File: config.mk
export PLATFORM = sky130hd
export DESIGN_NAME = uart_rx_ctrl
export DESIGN_NICKNAME = d
export VERILOG_FILES = /design/src/rtl/uart_rx_ctrl.sv
export SDC_FILE = /design/constraint.sdc
export NUM_CORES = 1
export LEC_CHECK = 0
export CAP_MARGIN = 20
export CORE_MARGIN = 1.5
export CORE_UTILIZATION = 52
export DETAILED_ROUTE_END_ITERATION = 8
export DONT_BUFFER_PORTS = 1
export PLACE_DENSITY = 0.67
export SLEW_MARGIN = 20
export SYNTH_ARGS = -nofsm -noshare
export SYNTH_HDL_FRONTEND = slang
export SYNTH_SLANG_ARGS = --single-unit
File: constraint.sdc
create_clock -name clk -period 4.85 [get_ports clk]
set_input_delay 0.97 -clock clk [delete_from_list [all_inputs] [get_ports clk]]
set_output_delay 0.97 -clock clk [all_outputs]
set_load 0.01 [all_outputs]
File: src/rtl/uart_rx_ctrl.sv
// UART receive frame controller: start/data/stop sequencing on the oversampling clock.
// Optional even-parity bit between data and stop is enabled with `define UART_PARITY_EN.
module uart_rx_ctrl #(
  parameter int DATA_BITS = 8,
  parameter int OSR       = 16
) (
  input  logic                 clk,
  input  logic                 rst_n,
  input  logic                 rx,
  output logic [DATA_BITS-1:0] data,
  output logic                 valid,
  input  logic                 ready,
  output logic                 busy,
  output logic                 frame_err,
  output logic                 parity_err,
  output logic                 overrun
);
  localparam int PW = $clog2(OSR);
  localparam int BW = $clog2(DATA_BITS);
  localparam logic [PW-1:0] CNT_HALF = PW'(OSR/2 - 1);
  localparam logic [PW-1:0] CNT_LAST = PW'(OSR - 1);
  localparam logic [BW-1:0] BIT_LAST = BW'(DATA_BITS - 1);

  typedef enum logic [2:0] {
    S_IDLE,
    S_START,
    S_DATA,
`ifdef UART_PARITY_EN
    S_PARITY,
`endif
    S_STOP,
    S_BREAK
  } state_t;

  state_t               state;
  logic                 rx_m, rx_s, rx_p;
  logic [PW-1:0]        cnt;
  logic [BW-1:0]        bit_cnt;
  logic [DATA_BITS-1:0] shreg;
  logic                 deliver;
  logic                 accept;

  assign accept = valid & ready;

`ifdef UART_PARITY_EN
  logic par_bad;
`else
  assign parity_err = 1'b0;
`endif

  always_ff @(posedge clk or negedge rst_n) begin
    if (!rst_n) begin
      rx_m      <= 1'b1;
      rx_s      <= 1'b1;
      rx_p      <= 1'b1;
      state     <= S_IDLE;
      cnt       <= '0;
      bit_cnt   <= '0;
      shreg     <= '0;
      deliver   <= 1'b0;
      data      <= '0;
      valid     <= 1'b0;
      busy      <= 1'b0;
      frame_err <= 1'b0;
      overrun   <= 1'b0;
`ifdef UART_PARITY_EN
      par_bad    <= 1'b0;
      parity_err <= 1'b0;
`endif
    end else begin
      rx_m      <= rx;
      rx_s      <= rx_m;
      rx_p      <= rx_s;
      cnt       <= cnt + 1'b1;
      deliver   <= 1'b0;
      frame_err <= 1'b0;
`ifdef UART_PARITY_EN
      parity_err <= 1'b0;
`endif

      case (state)
        S_IDLE: begin
          if (rx_p && !rx_s) begin
            state <= S_START;
            cnt   <= '0;
            busy  <= 1'b1;
          end
        end

        // Mid-start-bit check rejects glitches shorter than half a bit.
        S_START: begin
          if (cnt == CNT_HALF) begin
            cnt <= '0;
            if (!rx_s) begin
              state   <= S_DATA;
              bit_cnt <= '0;
`ifdef UART_PARITY_EN
              par_bad <= 1'b0;
`endif
            end else begin
              state <= S_IDLE;
              busy  <= 1'b0;
            end
          end
        end

        S_DATA: begin
          if (cnt == CNT_LAST) begin
            shreg   <= {rx_s, shreg[DATA_BITS-1:1]};
            bit_cnt <= bit_cnt + 1'b1;
            if (bit_cnt == BIT_LAST) begin
              cnt   <= '0;
`ifdef UART_PARITY_EN
              state <= S_PARITY;
`else
              state <= S_STOP;
`endif
            end
          end
        end

`ifdef UART_PARITY_EN
        S_PARITY: begin
          if (cnt == CNT_LAST) begin
            cnt   <= '0;
            state <= S_STOP;
            if ((^shreg) ^ rx_s) begin
              par_bad    <= 1'b1;
              parity_err <= 1'b1;
            end
          end
        end
`endif

        S_STOP: begin
          if (cnt == CNT_LAST) begin
            cnt <= '0;
            if (rx_s) begin
              state <= S_IDLE;
              busy  <= 1'b0;
`ifdef UART_PARITY_EN
              deliver <= ~par_bad;
`else
              deliver <= 1'b1;
`endif
            end else begin
              state     <= S_BREAK;
              frame_err <= 1'b1;
            end
          end
        end

        S_BREAK: begin
          if (rx_s) begin
            state <= S_IDLE;
            cnt   <= '0;
            busy  <= 1'b0;
          end
        end

        default: begin
          state <= S_IDLE;
          busy  <= 1'b0;
        end
      endcase

      // A delivery coinciding with a handshake replaces the consumed byte.
      if (deliver) begin
        if (!valid || accept) begin
          data  <= shreg;
          valid <= 1'b1;
        end else begin
          overrun <= 1'b1;
        end
      end else if (accept) begin
        valid <= 1'b0;
      end
      if (accept) overrun <= 1'b0;
    end
  end

endmodule

==> results by group, run 1 <==
Run status
  – Status: finished clean

Critical path
  – Crit path cell chain: nor3b_2, and2_1, mux2_2
  – CP max stage delay: 0.59 ns
  – Worst Path Max Fanout: 12
  – Crit path max-delay family: simple AND/OR/NAND/NOR gates
  – CP arrival: 2.12 ns
  – Startpoint types: flop
  – Slowest-stage cell, CP: dfrtp_1
  – Reg2reg start: state[1]$_DFFE_PN0P_
  – Crit. path cell count: 3
  – Required time of the worst setup path: 5.07 ns
  – Setup crit end: shreg[4]$_DFFE_PN0P_
  – CP Launch Point: state[1]$_DFFE_PN0P_
  – R2R Path End: shreg[4]$_DFFE_PN0P_
  – R2R Setup Slk: 2.95 ns
  – Buf/Inv on CP: 0
  – FF-to-FF path depth: 3
  – Critical path class: flop to flop
  – CP Capture Type: flop

STA
  – Final hold viol count: 0
  – Setup TNS: 0 ns
  – Final Max Tran Viols: 0
  – Hold slack: 0.318 ns
  – RSZ-0062 raised after global routing: false
  – Skew final: 0.00610 ns
  – Fmax: 0.526 GHz
  – Final setup violation count: 0
  – Fin crit share: 39.2%
  – Final worst path period need: 1.90 ns
  – Final worst slack: 2.95 ns

Yosys
  – Largest area contributor in the netlist: dfrtp_1
  – Async S/R FF share, synth: 100%
  – Mapped Area: 0.00151 mm2
  – Post-synth top flop: dfrtp_1
  – Syn Area/Cell: 12.9 um2
  – Post-synth EDFFs: 0
  – Post-Syn Instances: 117
  – Synth warnings: 0
  – #FFs+latches synth: 34
  – Area fraction of the dominant cell type after synthesis: 51.5%
  – Post-synth cell types: 37
  – Synth Net Count: 124
  – Seq/Total Area, Yosys: 56.7%
  – Synth area leaders: dfrtp_1 51%, mux2_2 12%, dfstp_2 5.2%, ha_1 2.5%, a21oi_1 2.0%

Placed design
  – Pre-CTS setup slack: 2.93 ns
  – Routability cong.: 0.786
  – Port Buffers: 0

Global routing
  – Largest net degree at the start of global routing: 35
  – Gr usage total: 16.9%
  – Vias in the first global route: 881
  – GR Overflow Total: 0
  – First-pass GRT wire length: 4070 um
  – Initial antenna violation count: 0

Power
  – P_leak: 0.000751 uW
  – Peak supply drop: 0.298 mV
  – PwrDens: 467 mW/mm2

Cells and area
  – Ant. Diodes: 0
  – Util after Layout: 56.9%
  – Nets: 123
  – Synth-to-layout area growth: 4.07%
  – Fillers: 228
  – Share of layout cells above drive strength 1: 28.2%

Clock network
  – Cts hold-fix bufs: 0
  – Post-CTS resize count: 0
  – Clock Tree Root: clkbuf_4
  – CTS tree: done
  – Num CTS Buffers: 5
  – Clk Latency, worst-skew pair: 0.33 ns
  – Setup Buffers After CTS: 0
  – Worst-path clk slew: 0.10 ns
  – Max clock buf depth: 2
  – CTS sink count: 34
  – H-Tree Depth: 2

Flow run
  – Max_cap viols: 0

Drt
  – Detailed Routing Iterations Pass 1: 4
  – DRC violations left: 0
  – Vias/cell: 5.82
  – Vias: 862
  – Initial DRC count: 31
  – Antenna Nets Post-Route: 0
  – Routed wire per std cell: 15.3 um
  – Final wirelength: 2270 um

Floorplan
  – Die Height: 56.8 um
  – # rows: 19
  – Core area: 0.00276 mm2
  – DIE AREA: 0.00323 mm2
  – IO Pins: 17
  – Initial Utilization: 54.6%
  – Chip Width: 56.8 um

Worst hold path
  – Hold WC Path Type: primary input to asynchronous set/reset pin
[where the power goes]
part | switching [uW] | leakage [uW] | internal [uW]
Clock | 90.2 | 0.0000446 | 99.0
Sequential | 66.2 | 0.000447 | 322
Combinational | 69.3 | 0.000260 | 86.0
Total | 226 | 0.000751 | 507
[metal layers]
metal | track usage, % | vias up | part of all wire, %
met5 | 0 | - | 0
met4 | 8.64 | 0 | 2.3
met3 | 7.37 | 7 | 5.2
met2 | 23.9 | 18 | 45
met1 | 21.9 | 428 | 47
li1 | - | 409 | -
[layout make-up]
class | count | area (um2) | area share (%)
inverter | 3 | 11.3 | 0.718
sequential | 34 | 855 | 54.5
tap | 31 | 38.8 | 2.47
multi-input combinational | 72 | 584 | 37.3
clock buffer | 8 | 78.8 | 5.03
[synthesized netlist by cell type, types with 2 or more instances]
| library cell | count |
|---|---|
| o21ai_0 | 4 |
| buf_2 | 3 |
| nand4_1 | 2 |
| inv_1 | 3 |
| nand2b_1 | 3 |
| xnor2_1 | 3 |
| and2_1 | 2 |
| nor3_1 | 2 |
| dfstp_2 | 3 |
| buf_4 | 2 |
| a31oi_1 | 2 |
| a21oi_1 | 6 |
| dfrtp_1 | 31 |
| ha_1 | 3 |
| a22o_1 | 2 |
| mux2_2 | 16 |
| nor2_1 | 5 |
| buf_6 | 2 |
| nand2_1 | 5 |
[per-stage QoR]
step	area, um2	cells	total power, uW
final	1570	148	733
after global routing	1570	148	777
after CTS	1570	148	742
after detailed placement	1490	140	551
after global placement	1490	140	544
after floorplan	1510	117	540
[worst min path at each step]
stage / startpoint / endpoint / slack (ns) / cells after the start
finish: rst_n / busy$_DFFE_PN0P_ / 0.32 / 0
global route: rst_n / bit_cnt[1]$_DFFE_PN0P_ / 0.29 / 0
CTS: rst_n / deliver$_DFF_PN0_ / 0.30 / 0
detailed placement: rx_m$_DFF_PN1_ / rx_s$_DFF_PN1_ / 0.35 / 0
global placement: rx_m$_DFF_PN1_ / rx_s$_DFF_PN1_ / 0.35 / 0
floorplan: rx_m$_DFF_PN1_ / rx_s$_DFF_PN1_ / 0.35 / 0
[cell usage in the layout, fill, tap and decap left out, drive strengths merged, types with 2 or more instances in the layout]
cell	count
or3	2
a22o	2
dfstp	3
nor2	5
o21ai	4
nor3	2
clkbuf	8
and2	2
a31oi	2
nand2	5
nand4	2
ha	3
nand2b	3
a21oi	6
xnor2	3
inv	3
dfrtp	31
mux2	17
[sequential cells by signal (all words and copies together), names as in the netlist]
name	flops
rx_p	1
rx_s	1
busy	1
state	3
bit_cnt	3
valid	1
overrun	1
rx_m	1
frame_err	1
cnt	4
data	8
shreg	8
deliver	1
[logic make-up after synthesis]
| logic type | count (synthesis) | synth area share (%) |
|---|---|---|
| AO/OA/AOI/OAI | 19 | 8.64 |
| flip-flops | 34 | 56.7 |
| other | 1 | 0.249 |
| XOR/XNOR | 3 | 1.74 |
| multiplexers | 17 | 13.0 |
| AND/OR/NAND/NOR | 29 | 12.7 |
| buffers and inverters | 11 | 4.48 |
| adder cells (fa/ha/maj) | 3 | 2.49 |
No activity file was read; power rests on OpenSTA's default activity.
==> run 2: changes to the inputs <==
- PLACE_DENSITY: 0.67 -> 0.7
- clock period: 4.85 -> 1.6 ns (I/O delays scaled with it)
==> run 2 against run 1 <==
Compared with the run above:
- largest cell class unchanged
- clock power rose to 2.6 times the previous value
- total power rose to 3.4 times the previous value
- first-iteration DRC count down 23%
- worst hold slack worse by 0.25 ns
- final cell count up 13%
- clock skew down 0.00089 ns
- register-to-register slack worse by 2.9 ns
- count of clock-buffer cells in the layout down 1
- utilization up 5.9 points
- via count up 10%
- global-route usage up 1.4 points
==> results by group, run 2 (synthesis results as in run 1) <==
Floorplan
  – Initial Utilization: 54.6% (unchanged)
  – DIE AREA: 0.00323 mm2 (unchanged)
  – # rows: 19 (unchanged)
  – Chip Width: 56.8 um (unchanged)
  – Die Height: 56.8 um (unchanged)
  – IO Pins: 17 (unchanged)
  – Core area: 0.00276 mm2 (unchanged)

Critical path
  – Required time of the worst setup path: 1.82 ns (was 5.07 ns)
  – R2R Setup Slk: 0.04 ns (was 2.95 ns)
  – Critical path class: flop to flop (unchanged)
  – Reg2reg start: cnt[0]$_DFF_PN0_ (was state[1]$_DFFE_PN0P_)
  – Worst Path Max Fanout: 6 (was 12)
  – CP Capture Type: flop (unchanged)
  – R2R Path End: state[1]$_DFFE_PN0P_ (was shreg[4]$_DFFE_PN0P_)
  – CP Launch Point: cnt[0]$_DFF_PN0_ (was state[1]$_DFFE_PN0P_)
  – FF-to-FF path depth: 5 (was 3)
  – Setup crit end: state[1]$_DFFE_PN0P_ (was shreg[4]$_DFFE_PN0P_)
  – CP arrival: 1.78 ns (was 2.12 ns)
  – Startpoint types: flop (unchanged)

Clock network
  – Max clock buf depth: 2 (unchanged)
  – Worst-path clk slew: 0.10 ns (about the same)
  – Clk Latency, worst-skew pair: 0.33 ns (about the same)
  – H-Tree Depth: 2 (unchanged)
  – CTS sink count: 34 (unchanged)
  – CTS tree: done (unchanged)
  – Clock Tree Root: clkbuf_4 (unchanged)
  – Num CTS Buffers: 5 (unchanged)

Drt
  – Vias: 948 (was 862)
  – DRC violations left: 0 (unchanged)
  – Detailed Routing Iterations Pass 1: 4 (unchanged)
  – Final wirelength: 2540 um (was 2270 um)
  – Routed wire per std cell: 15.2 um (was 15.3 um)
  – Antenna Nets Post-Route: 0 (unchanged)
  – Initial DRC count: 24 (was 31)
  – Vias/cell: 5.68 (was 5.82)

STA
  – Final worst path period need: 1.56 ns (was 1.90 ns)
  – Fin crit share: 97.4% (was 39.2%)
  – Hold slack: 0.0661 ns (was 0.318 ns)
  – Fmax: 0.642 GHz (was 0.526 GHz)
  – Final setup violation count: 0 (unchanged)
  – Final hold viol count: 0 (unchanged)
  – Skew final: 0.00521 ns (was 0.00610 ns)
  – Final Max Tran Viols: 0 (unchanged)
  – Final worst slack: 0.0422 ns (was 2.95 ns)
  – RSZ-0062 raised after global routing: true (was false)

Cells and area
  – Most frequent cells in the layout: 31 x dfrtp_1, 16 x mux2_2, 16 x buf_4 (was 31 x dfrtp_1, 16 x mux2_2, 6 x a21oi_1)
  – Final std cells w/o fill: 167 (was 148)
  – Util after Layout: 62.8% (was 56.9%)
  – Fillers: 226 (was 228)
  – Register Area: 855 um2 (unchanged)
  – Footprint of the multi-input gates: 607 um2 (was 584 um2)
  – Top Registers: data: 8 flops, shreg: 8 flops, cnt: 4 flops (unchanged)
  – Synth-to-layout area growth: 15.0% (was 4.07%)
  – Nets: 142 (was 123)
  – Share of layout cells above drive strength 1: 38.2% (was 28.2%)
  – Commonest non-fill, non-tap cell in the layout: dfrtp_1 (unchanged)
  – Design Area, Final: 0.00173 mm2 (was 0.00157 mm2)
  – Ant. Diodes: 0 (unchanged)

Placed design
  – Port Buffers: 0 (unchanged)
  – Placed cell count: 155 (was 140)
  – Placed Area: 0.00160 mm2 (was 0.00149 mm2)
  – Post-DP HPWL: 1770 um
  – Routability cong.: 0.835 (was 0.786)
  – Pre-CTS setup slack: -0.0409 ns (was 2.93 ns)

Global routing
  – Initial antenna violation count: 0 (unchanged)
  – Vias in the first global route: 964 (was 881)
  – Largest net degree at the start of global routing: 35 (unchanged)
  – First-pass GRT wire length: 4350 um (was 4070 um)
  – GR Overflow Total: 0 (unchanged)
  – Gr usage total: 18.2% (was 16.9%)

Power
  – Switching share of power: 32.1% (was 30.8%)
  – Int Power: 1670 uW (was 507 uW)
  – P_leak: 0.000848 uW (was 0.000751 uW)
  – PwrDens: 1420 mW/mm2 (was 467 mW/mm2)
  – Logic pwr share: 35.4% (was 21.2%)
  – Peak supply drop: 1.06 mV (was 0.298 mV)
  – Net Sw Power: 789 uW (was 226 uW)
  – Register share of total power: 44.7% (was 53.0%)
  – Clk pwr share: 19.9% (was 25.8%)

Flow run
  – Max_cap viols: 0 (unchanged)

Worst hold path
  – Hold WC Path Type: primary input to flop (was primary input to asynchronous set/reset pin)

Run status
  – Status: finished clean (unchanged)
[run 2: cell types whose count changed in the layout (fill, tap and decap cells not counted), sizes merged]
cell	previous run	this run
buf	0	17
dlygate4sd3	0	2
clkinv	0	1
clkbuf	8	7
[run 2: per-stage QoR]
step,TNS (ns),power (uW)
floorplan,0,1640
global placement,-0.124,1860
detailed placement,-0.294,1880
CTS,0,2400
global route,-0.0366,2600
finish,0,2460
[run 2: cell type report]
class	instances	share of cell area (%)
Clock buffer	7	3.18
Inverter	3	0.650
Sequential cell	34	49.3
Tap cell	31	2.24
Multi-Input combinational cell	72	35.0
Timing Repair Buffer	19	9.25
Clock inverter	1	0.289
[run 2: repair_timing]
item	in CTS	in global routing
resized for setup	1	4
endpoints found under the setup margin	8	4
setup buffers	0	1
gates cloned	0	0
pin swaps	0	2
hold buffers	3	0
hold endpoints to repair	35	0
[run 2: worst min path at each step]
stage,start,end,slack (ns),depth (start not counted)
5_1_grt,ready,overrun$_DFFE_PN0P_,0.06,1
4_1_cts,ready,overrun$_DFFE_PN0P_,0.06,1
3_3_place_gp,rst_n,busy$_DFFE_PN0P_,0.03,0
3_5_place_dp,rst_n,state[0]$_DFFE_PN0P_,0.03,0
6_report,ready,overrun$_DFFE_PN0P_,0.07,1
2_1_floorplan,rst_n,bit_cnt[0]$_DFFE_PN0P_,0.02,0
[run 2: critical path: stages, from the launching register on]
cell	delay, ns
dfrtp_1	0.40
ha_1	0.21
buf_4	0.17
a311oi_4	0.28
nor3_1	0.09
a211o_2	0.30
[run 2: power groups by stage]
stage	clock network [uW]	logic, uW	registers [uW]
finish	489	873	1100
global route	533	952	1110
CTS	508	795	1100
detailed placement	0	764	1110
global placement	0	746	1110
floorplan	0	578	1060
[run 2: routing by layer]
metal / vias to the layer above / share of wire [%] / global-route usage [%]
li1: 448 / - / -
met5: - / 0 / 0
met3: 4 / 4.7 / 6.68
met2: 25 / 48 / 27.7
met4: 0 / 1.8 / 7.97
met1: 471 / 45 / 23.4
